<file path="config.mk">
export PLATFORM = sky130hd
export DESIGN_NAME = coherence_sequencer_flat
export DESIGN_NICKNAME = d
export VERILOG_FILES = /design/src/rtl/coherence_sequencer_pkg.sv /design/src/rtl/coherence_sequencer_if.sv /design/src/rtl/coherence_sequencer_rr_arbiter2.sv /design/src/rtl/coherence_sequencer.sv /design/src/flat_wrapper.sv
export SDC_FILE = /design/constraint.sdc
export NUM_CORES = 2
export LEC_CHECK = 0
export ABC_CLOCK_PERIOD_IN_PS = 5750
export BUFFER_PORTS_ARGS = -buffer_cell sky130_fd_sc_hd__buf_2
export CAP_MARGIN = 20
export CELL_PAD_IN_SITES_DETAIL_PLACEMENT = 0
export CELL_PAD_IN_SITES_GLOBAL_PLACEMENT = 1
export CORE_ASPECT_RATIO = 1.25
export CORE_MARGIN = 2
export CORE_UTILIZATION = 53
export CTS_BUF_LIST = sky130_fd_sc_hd__clkbuf_8
export DETAILED_ROUTE_END_ITERATION = 8
export PLACE_DENSITY_LB_ADDON = 0.12
export SLEW_MARGIN = 20
export SYNTH_ARGS = -nofsm -noshare
export SYNTH_HDL_FRONTEND = slang
export SYNTH_SLANG_ARGS = --single-unit
</file>
<file path="constraint.sdc">
create_clock -name clk -period 5.75 [get_ports clk]
set_input_delay 1.725 -clock clk [delete_from_list [all_inputs] [get_ports clk]]
set_output_delay 1.725 -clock clk [all_outputs]
set_load 0.1 [all_outputs]
</file>
<file path="src/rtl/coherence_sequencer_pkg.sv">
// Shared types for the two-core coherence sequencer: interconnect message
// codes, directory entry layout, request op codes and FSM state encoding.
package coherence_sequencer_pkg;

    localparam int MSG_W = 3;

    localparam logic OP_READ  = 1'b0;
    localparam logic OP_WRITE = 1'b1;

    typedef enum logic [MSG_W-1:0] {
        MSG_NONE       = 3'b000,
        MSG_INVALIDATE = 3'b001,
        MSG_DOWNGRADE  = 3'b010
    } msg_e;

    typedef enum logic [1:0] {
        DIR_I = 2'b00,
        DIR_S = 2'b01,
        DIR_M = 2'b10
    } dirState_e;

    // In DIR_M exactly one sharer bit is set and it names the owner.
    typedef struct packed {
        dirState_e  state;
        logic [1:0] sharers;
    } dirEntry_t;

    typedef enum logic [2:0] {
        ST_IDLE   = 3'b000,
        ST_LOOKUP = 3'b001,
        ST_SNOOP  = 3'b010,
        ST_MEM    = 3'b011,
        ST_RESP   = 3'b100
    } fsmState_e;

    // Directory entry after a completed request from cache 'self'.
    function automatic dirEntry_t dirUpdate(input dirEntry_t cur, input logic op, input logic self);
        dirEntry_t  nxt;
        logic [1:0] selfMask;
        selfMask = self ? 2'b10 : 2'b01;
        if (op == OP_WRITE) begin
            nxt.state   = DIR_M;
            nxt.sharers = selfMask;
        end else if ((cur.state == DIR_M) && (cur.sharers == selfMask)) begin
            nxt = cur;
        end else begin
            nxt.state   = DIR_S;
            nxt.sharers = cur.sharers | selfMask;
        end
        return nxt;
    endfunction

endpackage

</file>
<file path="src/rtl/coherence_sequencer_if.sv">
// Bundle of core-side request/response/snoop signals and the shared-memory
// port. 'slave' is the sequencer's view, 'master' is the environment's view
// (both L1 caches plus the memory).
interface coherence_sequencer_if
    import coherence_sequencer_pkg::*;
#(
    parameter int ADDR_W = 8,
    parameter int DATA_W = 8
);
    logic              req0, req1;
    logic              op0, op1;
    logic [ADDR_W-1:0] addr0, addr1;
    logic [DATA_W-1:0] wdata0, wdata1;
    logic              gnt0, gnt1;
    logic              done0, done1;
    logic [DATA_W-1:0] rdata0, rdata1;
    logic [MSG_W-1:0]  msg_to0, msg_to1;
    logic              ack0, ack1;
    logic              mem_valid;
    logic              mem_op;
    logic [ADDR_W-1:0] mem_addr;
    logic [DATA_W-1:0] mem_wdata;
    logic [DATA_W-1:0] mem_rdata;
    logic              mem_ready;

    modport slave (
        input  req0, req1, op0, op1, addr0, addr1, wdata0, wdata1, ack0, ack1,
               mem_rdata, mem_ready,
        output gnt0, gnt1, done0, done1, rdata0, rdata1, msg_to0, msg_to1,
               mem_valid, mem_op, mem_addr, mem_wdata
    );

    modport master (
        output req0, req1, op0, op1, addr0, addr1, wdata0, wdata1, ack0, ack1,
               mem_rdata, mem_ready,
        input  gnt0, gnt1, done0, done1, rdata0, rdata1, msg_to0, msg_to1,
               mem_valid, mem_op, mem_addr, mem_wdata
    );

endinterface

</file>
<file path="src/rtl/coherence_sequencer_rr_arbiter2.sv">
// Two-way round-robin pick. A lone requester wins; on a tie the cache that
// did not win last time gets the grant.
module rr_arbiter2 (
    input  logic req0,
    input  logic req1,
    input  logic lastWinner,
    output logic valid,
    output logic winner
);

    // Combinational winner selection.
    always_comb begin
        valid = req0 | req1;
        if (req0 && req1) begin
            winner = ~lastWinner;
        end else begin
            winner = req1;
        end
    end

endmodule

</file>
<file path="src/rtl/coherence_sequencer.sv">
// Directory controller and arbiter for two L1 caches. Grants one request at a
// time, snoops the peer cache when the full-map MSI directory requires it,
// then performs one shared-memory access and pulses done.
module coherence_sequencer
    import coherence_sequencer_pkg::*;
#(
    parameter int ADDR_W = 8,
    parameter int DATA_W = 8
) (
    input logic                  clk,
    input logic                  rst_n,
    coherence_sequencer_if.slave bus
);

    localparam int DIR_DEPTH = 1 << ADDR_W;

    fsmState_e         state_r;
    logic              lastWinner_r;
    logic              winner_r;
    logic              op_r;
    logic [ADDR_W-1:0] addr_r;
    logic [DATA_W-1:0] wdata_r;
    logic              gnt0_r, gnt1_r;
    logic              done0_r, done1_r;
    logic [DATA_W-1:0] rdata0_r, rdata1_r;
    msg_e              msgTo0_r, msgTo1_r;
    logic              memValid_r;

    dirEntry_t         directory_r [DIR_DEPTH];
    dirEntry_t         lookupEntry_s;
    dirEntry_t         nextEntry_s;
    msg_e              snoopMsg_s;
    logic              peer_s;
    logic              peerAck_s;
    logic              arbValid_s;
    logic              arbWinner_s;

    rr_arbiter2 uArb (
        .req0       (bus.req0),
        .req1       (bus.req1),
        .lastWinner (lastWinner_r),
        .valid      (arbValid_s),
        .winner     (arbWinner_s)
    );

    // Directory read for the latched address and the snoop decision.
    always_comb begin
        peer_s        = ~winner_r;
        lookupEntry_s = directory_r[addr_r];
        nextEntry_s   = dirUpdate(lookupEntry_s, op_r, winner_r);
        if ((op_r == OP_WRITE) && lookupEntry_s.sharers[peer_s]) begin
            snoopMsg_s = MSG_INVALIDATE;
        end else if ((op_r == OP_READ) && (lookupEntry_s.state == DIR_M)
                     && lookupEntry_s.sharers[peer_s]) begin
            snoopMsg_s = MSG_DOWNGRADE;
        end else begin
            snoopMsg_s = MSG_NONE;
        end
    end

    // Only the snooped (peer) cache's acknowledge counts.
    always_comb begin
        if (winner_r) begin
            peerAck_s = bus.ack0;
        end else begin
            peerAck_s = bus.ack1;
        end
    end

    // Directory flop array; written once per request on its response cycle.
    always_ff @(posedge clk or negedge rst_n) begin
        if (!rst_n) begin
            for (int i = 0; i < DIR_DEPTH; i++) begin
                directory_r[i] <= '{state: DIR_I, sharers: 2'b00};
            end
        end else if (state_r == ST_RESP) begin
            directory_r[addr_r] <= nextEntry_s;
        end
    end

    // Sequencer FSM with registered grant, done, message and memory outputs.
    always_ff @(posedge clk or negedge rst_n) begin
        if (!rst_n) begin
            state_r      <= ST_IDLE;
            lastWinner_r <= 1'b1;
            winner_r     <= 1'b0;
            op_r         <= OP_READ;
            addr_r       <= '0;
            wdata_r      <= '0;
            gnt0_r       <= 1'b0;
            gnt1_r       <= 1'b0;
            done0_r      <= 1'b0;
            done1_r      <= 1'b0;
            rdata0_r     <= '0;
            rdata1_r     <= '0;
            msgTo0_r     <= MSG_NONE;
            msgTo1_r     <= MSG_NONE;
            memValid_r   <= 1'b0;
        end else begin
            gnt0_r  <= 1'b0;
            gnt1_r  <= 1'b0;
            done0_r <= 1'b0;
            done1_r <= 1'b0;
            case (state_r)
                ST_IDLE: begin
                    if (arbValid_s) begin
                        winner_r <= arbWinner_s;
                        op_r     <= arbWinner_s ? bus.op1 : bus.op0;
                        addr_r   <= arbWinner_s ? bus.addr1 : bus.addr0;
                        wdata_r  <= arbWinner_s ? bus.wdata1 : bus.wdata0;
                        gnt0_r   <= ~arbWinner_s;
                        gnt1_r   <= arbWinner_s;
                        state_r  <= ST_LOOKUP;
                    end
                end
                ST_LOOKUP: begin
                    if (snoopMsg_s != MSG_NONE) begin
                        if (winner_r) begin
                            msgTo0_r <= snoopMsg_s;
                        end else begin
                            msgTo1_r <= snoopMsg_s;
                        end
                        state_r <= ST_SNOOP;
                    end else begin
                        memValid_r <= 1'b1;
                        state_r    <= ST_MEM;
                    end
                end
                ST_SNOOP: begin
                    // Waits indefinitely; a stale sharer bit still needs its ack.
                    if (peerAck_s) begin
                        msgTo0_r   <= MSG_NONE;
                        msgTo1_r   <= MSG_NONE;
                        memValid_r <= 1'b1;
                        state_r    <= ST_MEM;
                    end
                end
                ST_MEM: begin
                    if (bus.mem_ready) begin
                        memValid_r <= 1'b0;
                        if (op_r == OP_READ) begin
                            if (winner_r) begin
                                rdata1_r <= bus.mem_rdata;
                            end else begin
                                rdata0_r <= bus.mem_rdata;
                            end
                        end
                        done0_r <= ~winner_r;
                        done1_r <= winner_r;
                        state_r <= ST_RESP;
                    end
                end
                ST_RESP: begin
                    lastWinner_r <= winner_r;
                    state_r      <= ST_IDLE;
                end
                default: begin
                    msgTo0_r   <= MSG_NONE;
                    msgTo1_r   <= MSG_NONE;
                    memValid_r <= 1'b0;
                    state_r    <= ST_IDLE;
                end
            endcase
        end
    end

    assign bus.gnt0      = gnt0_r;
    assign bus.gnt1      = gnt1_r;
    assign bus.done0     = done0_r;
    assign bus.done1     = done1_r;
    assign bus.rdata0    = rdata0_r;
    assign bus.rdata1    = rdata1_r;
    assign bus.msg_to0   = msgTo0_r;
    assign bus.msg_to1   = msgTo1_r;
    assign bus.mem_valid = memValid_r;
    assign bus.mem_op    = op_r;
    assign bus.mem_addr  = addr_r;
    assign bus.mem_wdata = wdata_r;

endmodule

</file>
<file path="src/flat_wrapper.sv">
// flat-port wrapper written by rule: the top's interface ports become plain ports
module coherence_sequencer_flat import coherence_sequencer_pkg::*;
#(
    parameter int ADDR_W = 8,
    parameter int DATA_W = 8
)
  (clk, rst_n, bus_req0, bus_req1, bus_op0, bus_op1, bus_addr0, bus_addr1, bus_wdata0, bus_wdata1, bus_ack0, bus_ack1, bus_mem_rdata, bus_mem_ready, bus_gnt0, bus_gnt1, bus_done0, bus_done1, bus_rdata0, bus_rdata1, bus_msg_to0, bus_msg_to1, bus_mem_valid, bus_mem_op, bus_mem_addr, bus_mem_wdata);
  coherence_sequencer_if #(.ADDR_W(ADDR_W), .DATA_W(DATA_W)) bus_i ();
  input logic clk;
  input logic rst_n;
  input wire logic [$bits(bus_i.req0)-1:0] bus_req0;
  input wire logic [$bits(bus_i.req1)-1:0] bus_req1;
  input wire logic [$bits(bus_i.op0)-1:0] bus_op0;
  input wire logic [$bits(bus_i.op1)-1:0] bus_op1;
  input wire logic [$bits(bus_i.addr0)-1:0] bus_addr0;
  input wire logic [$bits(bus_i.addr1)-1:0] bus_addr1;
  input wire logic [$bits(bus_i.wdata0)-1:0] bus_wdata0;
  input wire logic [$bits(bus_i.wdata1)-1:0] bus_wdata1;
  input wire logic [$bits(bus_i.ack0)-1:0] bus_ack0;
  input wire logic [$bits(bus_i.ack1)-1:0] bus_ack1;
  input wire logic [$bits(bus_i.mem_rdata)-1:0] bus_mem_rdata;
  input wire logic [$bits(bus_i.mem_ready)-1:0] bus_mem_ready;
  output wire logic [$bits(bus_i.gnt0)-1:0] bus_gnt0;
  output wire logic [$bits(bus_i.gnt1)-1:0] bus_gnt1;
  output wire logic [$bits(bus_i.done0)-1:0] bus_done0;
  output wire logic [$bits(bus_i.done1)-1:0] bus_done1;
  output wire logic [$bits(bus_i.rdata0)-1:0] bus_rdata0;
  output wire logic [$bits(bus_i.rdata1)-1:0] bus_rdata1;
  output wire logic [$bits(bus_i.msg_to0)-1:0] bus_msg_to0;
  output wire logic [$bits(bus_i.msg_to1)-1:0] bus_msg_to1;
  output wire logic [$bits(bus_i.mem_valid)-1:0] bus_mem_valid;
  output wire logic [$bits(bus_i.mem_op)-1:0] bus_mem_op;
  output wire logic [$bits(bus_i.mem_addr)-1:0] bus_mem_addr;
  output wire logic [$bits(bus_i.mem_wdata)-1:0] bus_mem_wdata;
  assign bus_i.req0 = bus_req0;
  assign bus_i.req1 = bus_req1;
  assign bus_i.op0 = bus_op0;
  assign bus_i.op1 = bus_op1;
  assign bus_i.addr0 = bus_addr0;
  assign bus_i.addr1 = bus_addr1;
  assign bus_i.wdata0 = bus_wdata0;
  assign bus_i.wdata1 = bus_wdata1;
  assign bus_i.ack0 = bus_ack0;
  assign bus_i.ack1 = bus_ack1;
  assign bus_i.mem_rdata = bus_mem_rdata;
  assign bus_i.mem_ready = bus_mem_ready;
  assign bus_gnt0 = bus_i.gnt0;
  assign bus_gnt1 = bus_i.gnt1;
  assign bus_done0 = bus_i.done0;
  assign bus_done1 = bus_i.done1;
  assign bus_rdata0 = bus_i.rdata0;
  assign bus_rdata1 = bus_i.rdata1;
  assign bus_msg_to0 = bus_i.msg_to0;
  assign bus_msg_to1 = bus_i.msg_to1;
  assign bus_mem_valid = bus_i.mem_valid;
  assign bus_mem_op = bus_i.mem_op;
  assign bus_mem_addr = bus_i.mem_addr;
  assign bus_mem_wdata = bus_i.mem_wdata;
  coherence_sequencer #(.ADDR_W(ADDR_W), .DATA_W(DATA_W)) u_core (.clk(clk), .rst_n(rst_n), .bus(bus_i));
endmodule
</file>
==> metrics.csv <==
metric,value,unit
clock_path_buffers,3,
vias_per_cell,6.292,
vias,35630,
ys_types,55,
cts-resized-gates,0,
nets,4376,
syn_to_final_growth,11.76,%
maxSlewViolCount,0,
place_congestion,0.8664,
die_x,277.0,um
final_common_cell,dfrtp_1,
setup-tns-final,0,ns
placed_area,0.05173,mm2
leakage,25.70,nW
gr-usage-met1,0.4260,
row_count,125,
power.total,23.61,mW
start_util,0.5334,
setup.worst_path.start_class,register,
worst_clock_skew,0.03112,ns
worst_pin_slew,1.148,ns
initialDrtViolationCount,3294,
critPathCaptureType,register,
hold_viol,0,
synth-main-ff-cell,dfrtp_1,
ios,93,
htreeDepth,4,
grt_usage,0.3146,
ff2ff_path_depth,15,
use_met3,0.04844,
ys_seq_area_frac,0.5427,
place_hpwl,95250,um
yosys_warnings,0,
drt_pass1_iterations,5,
drive_above_1_share,0.2431,
slew_headroom,0.2305,
timing.final.crit_share,0.8734,
max_cap_violations,0,
synth_area_per_cell,11.67,um2
period_minus_slack,5.022,ns
crit_fanout,66,
holdBufCountCts,0,
syn_inst,4232,
final_cell_mix,"dfrtp_1 (1066), nand2_1 (558), a21oi_1 (542), nor2_1 (361), o21ai_0 (260)",
busiest_layer,met2,
wl,148100,um
clk_pin_slew,0.06,ns
ys_seq_elements,1071,
critPathKind,reg -> reg,
root_buffer,clkbuf_8,
netlist_area,0.04939,mm2
status,"complete, no violations",
clock_latency,0.86,ns
drc,0,
cts_tree,built,
cp.required,6.52,ns
ir_drop,0.4620,mV
dieArea,0.09566,mm2
setup_violations,0,
powerDensity,427.7,mW/mm2
clkSinkCount,1071,
synth_edf_count,0,
grt_pass1_wl,228900,um
use_met2,0.5107,
final_area,0.05520,mm2
gr-total-overflow,0,
rsz0062_at_grt,false,
hp-class,reg -> reg,
antenna_found_initial,2,
cts_buffers,170,
io_buffers,90,
ant_nets,0,
wl_per_cell,26.15,um
max_clock_freq,199.1,MHz
die_h,345.3,um
grt_start_max_net_pins,121,
synth-async-reset-ratio,1.000,
fp.coreArea,0.09259,mm2
cts_setup_buffers,0,
critPathArrivalTime,5.79,ns
grt_pass1_vias,36340,
hold_path_depth,2,
-- synth_stat cells, types with 41 or more instances --
library cell | number | area, um2
clkbuf_1 | 192 | 720.7
a22o_1 | 258 | 2260
mux2i_1 | 74 | 740.7
a22oi_1 | 53 | 397.9
buf_2 | 94 | 470.5
nand2_1 | 558 | 2095
mux4_2 | 257 | 5788
a21oi_1 | 542 | 2713
mux2_2 | 257 | 2894
nor2_1 | 391 | 1468
buf_6 | 41 | 461.7
o21ai_0 | 260 | 1301
dfrtp_1 | 1070 | 26780
-- worst paths after layout --
check / endpoint / from / slack, ns
worst max-delay path: u_core.directory_r[219] / u_core.bus.mem_addr[0] / 0.73
worst min-delay path: u_core.directory_r[538] / u_core.directory_r[538] / 0.47
worst max register to register: u_core.directory_r[219] / u_core.bus.mem_addr[0] / 0.73
worst min register to register: u_core.directory_r[538] / u_core.directory_r[538] / 0.47
max in group asynchronous: u_core.bus.rdata1[2] / rst_n / 3.57
min in group asynchronous: u_core.directory_r[333] / rst_n / 0.90
-- metrics by stage --
step | setup slack (ns) | std cells | utilization | hold slack [ns]
floorplan | 0.4069 | 4233 | - | 0.4446
global placement | 0.6535 | 5357 | 0.5587 | 0.4548
detailed placement | 0.7547 | 5357 | 0.5587 | 0.4648
CTS | 0.7076 | 5661 | 0.5961 | 0.4786
global route | 0.3907 | 5662 | 0.5961 | 0.4904
finish | 0.7279 | 5663 | 0.5962 | 0.4733
-- logic make-up after synthesis --
family | Yosys count | share of synthesized area
AO/OA/AOI/OAI | 1179 | 0.1466
adder cells (fa/ha/maj) | 5 | 0.001216
buffers and inverters | 351 | 0.03613
flip-flops | 1071 | 0.5427
multiplexers | 588 | 0.1908
other | 1 | 0.00007593
AND/OR/NAND/NOR | 1037 | 0.08256
-- state kept, by name, summed over array words and instances, names as in the netlist, 2 cells and up --
name,flops
u_core.directory_r,1024
u_core.bus.mem_addr,8
u_core.bus.mem_wdata,8
u_core.bus.rdata0,8
u_core.bus.rdata1,8
u_core.state_r,3
u_core.bus.msg_to0,2
u_core.bus.msg_to1,2
-- critical path, stage by stage, from the launching register on --
cell      delay (ns)
dfrtp_4         0.87
buf_12          0.26
buf_12          0.18
mux4_2          0.54
mux4_2          0.52
a22oi_1         0.35
nand4_1         0.23
nor3_2          0.19
ha_1            0.26
nor2_1          0.14
a21boi_1        0.18
buf_4           0.18
or2_4           0.17
buf_4           0.26
buf_12          0.26
mux2_2          0.21
-- power by group --
part | switching (mW) | internal [mW] | total, mW
registers | 0.534 | 7.93 | 8.47
logic | 6.11 | 2.41 | 8.52
clock network | 3.14 | 3.49 | 6.62
total | 9.78 | 13.8 | 23.6
-- area by class of cell --
class / instances / area (um2)
diodes: 2 / 5.005
clock buffers: 217 / 2987
clock inverters: 87 / 473.0
fillers: 7731 / 37390
inverters: 7 / 26.28
multi-input cells: 2811 / 21020
flip-flops and latches: 1071 / 26810
well taps: 1206 / 1509
repair buffers: 262 / 2365
-- per-layer routing --
metal / part of all wire / vias up
met3: 0.055 / 299
li1: - / 15660
met1: 0.42 / 18500
met4: 0.040 / 0
met5: 0 / -
met2: 0.49 / 1177
No activity file was read; power rests on OpenSTA's default activity.
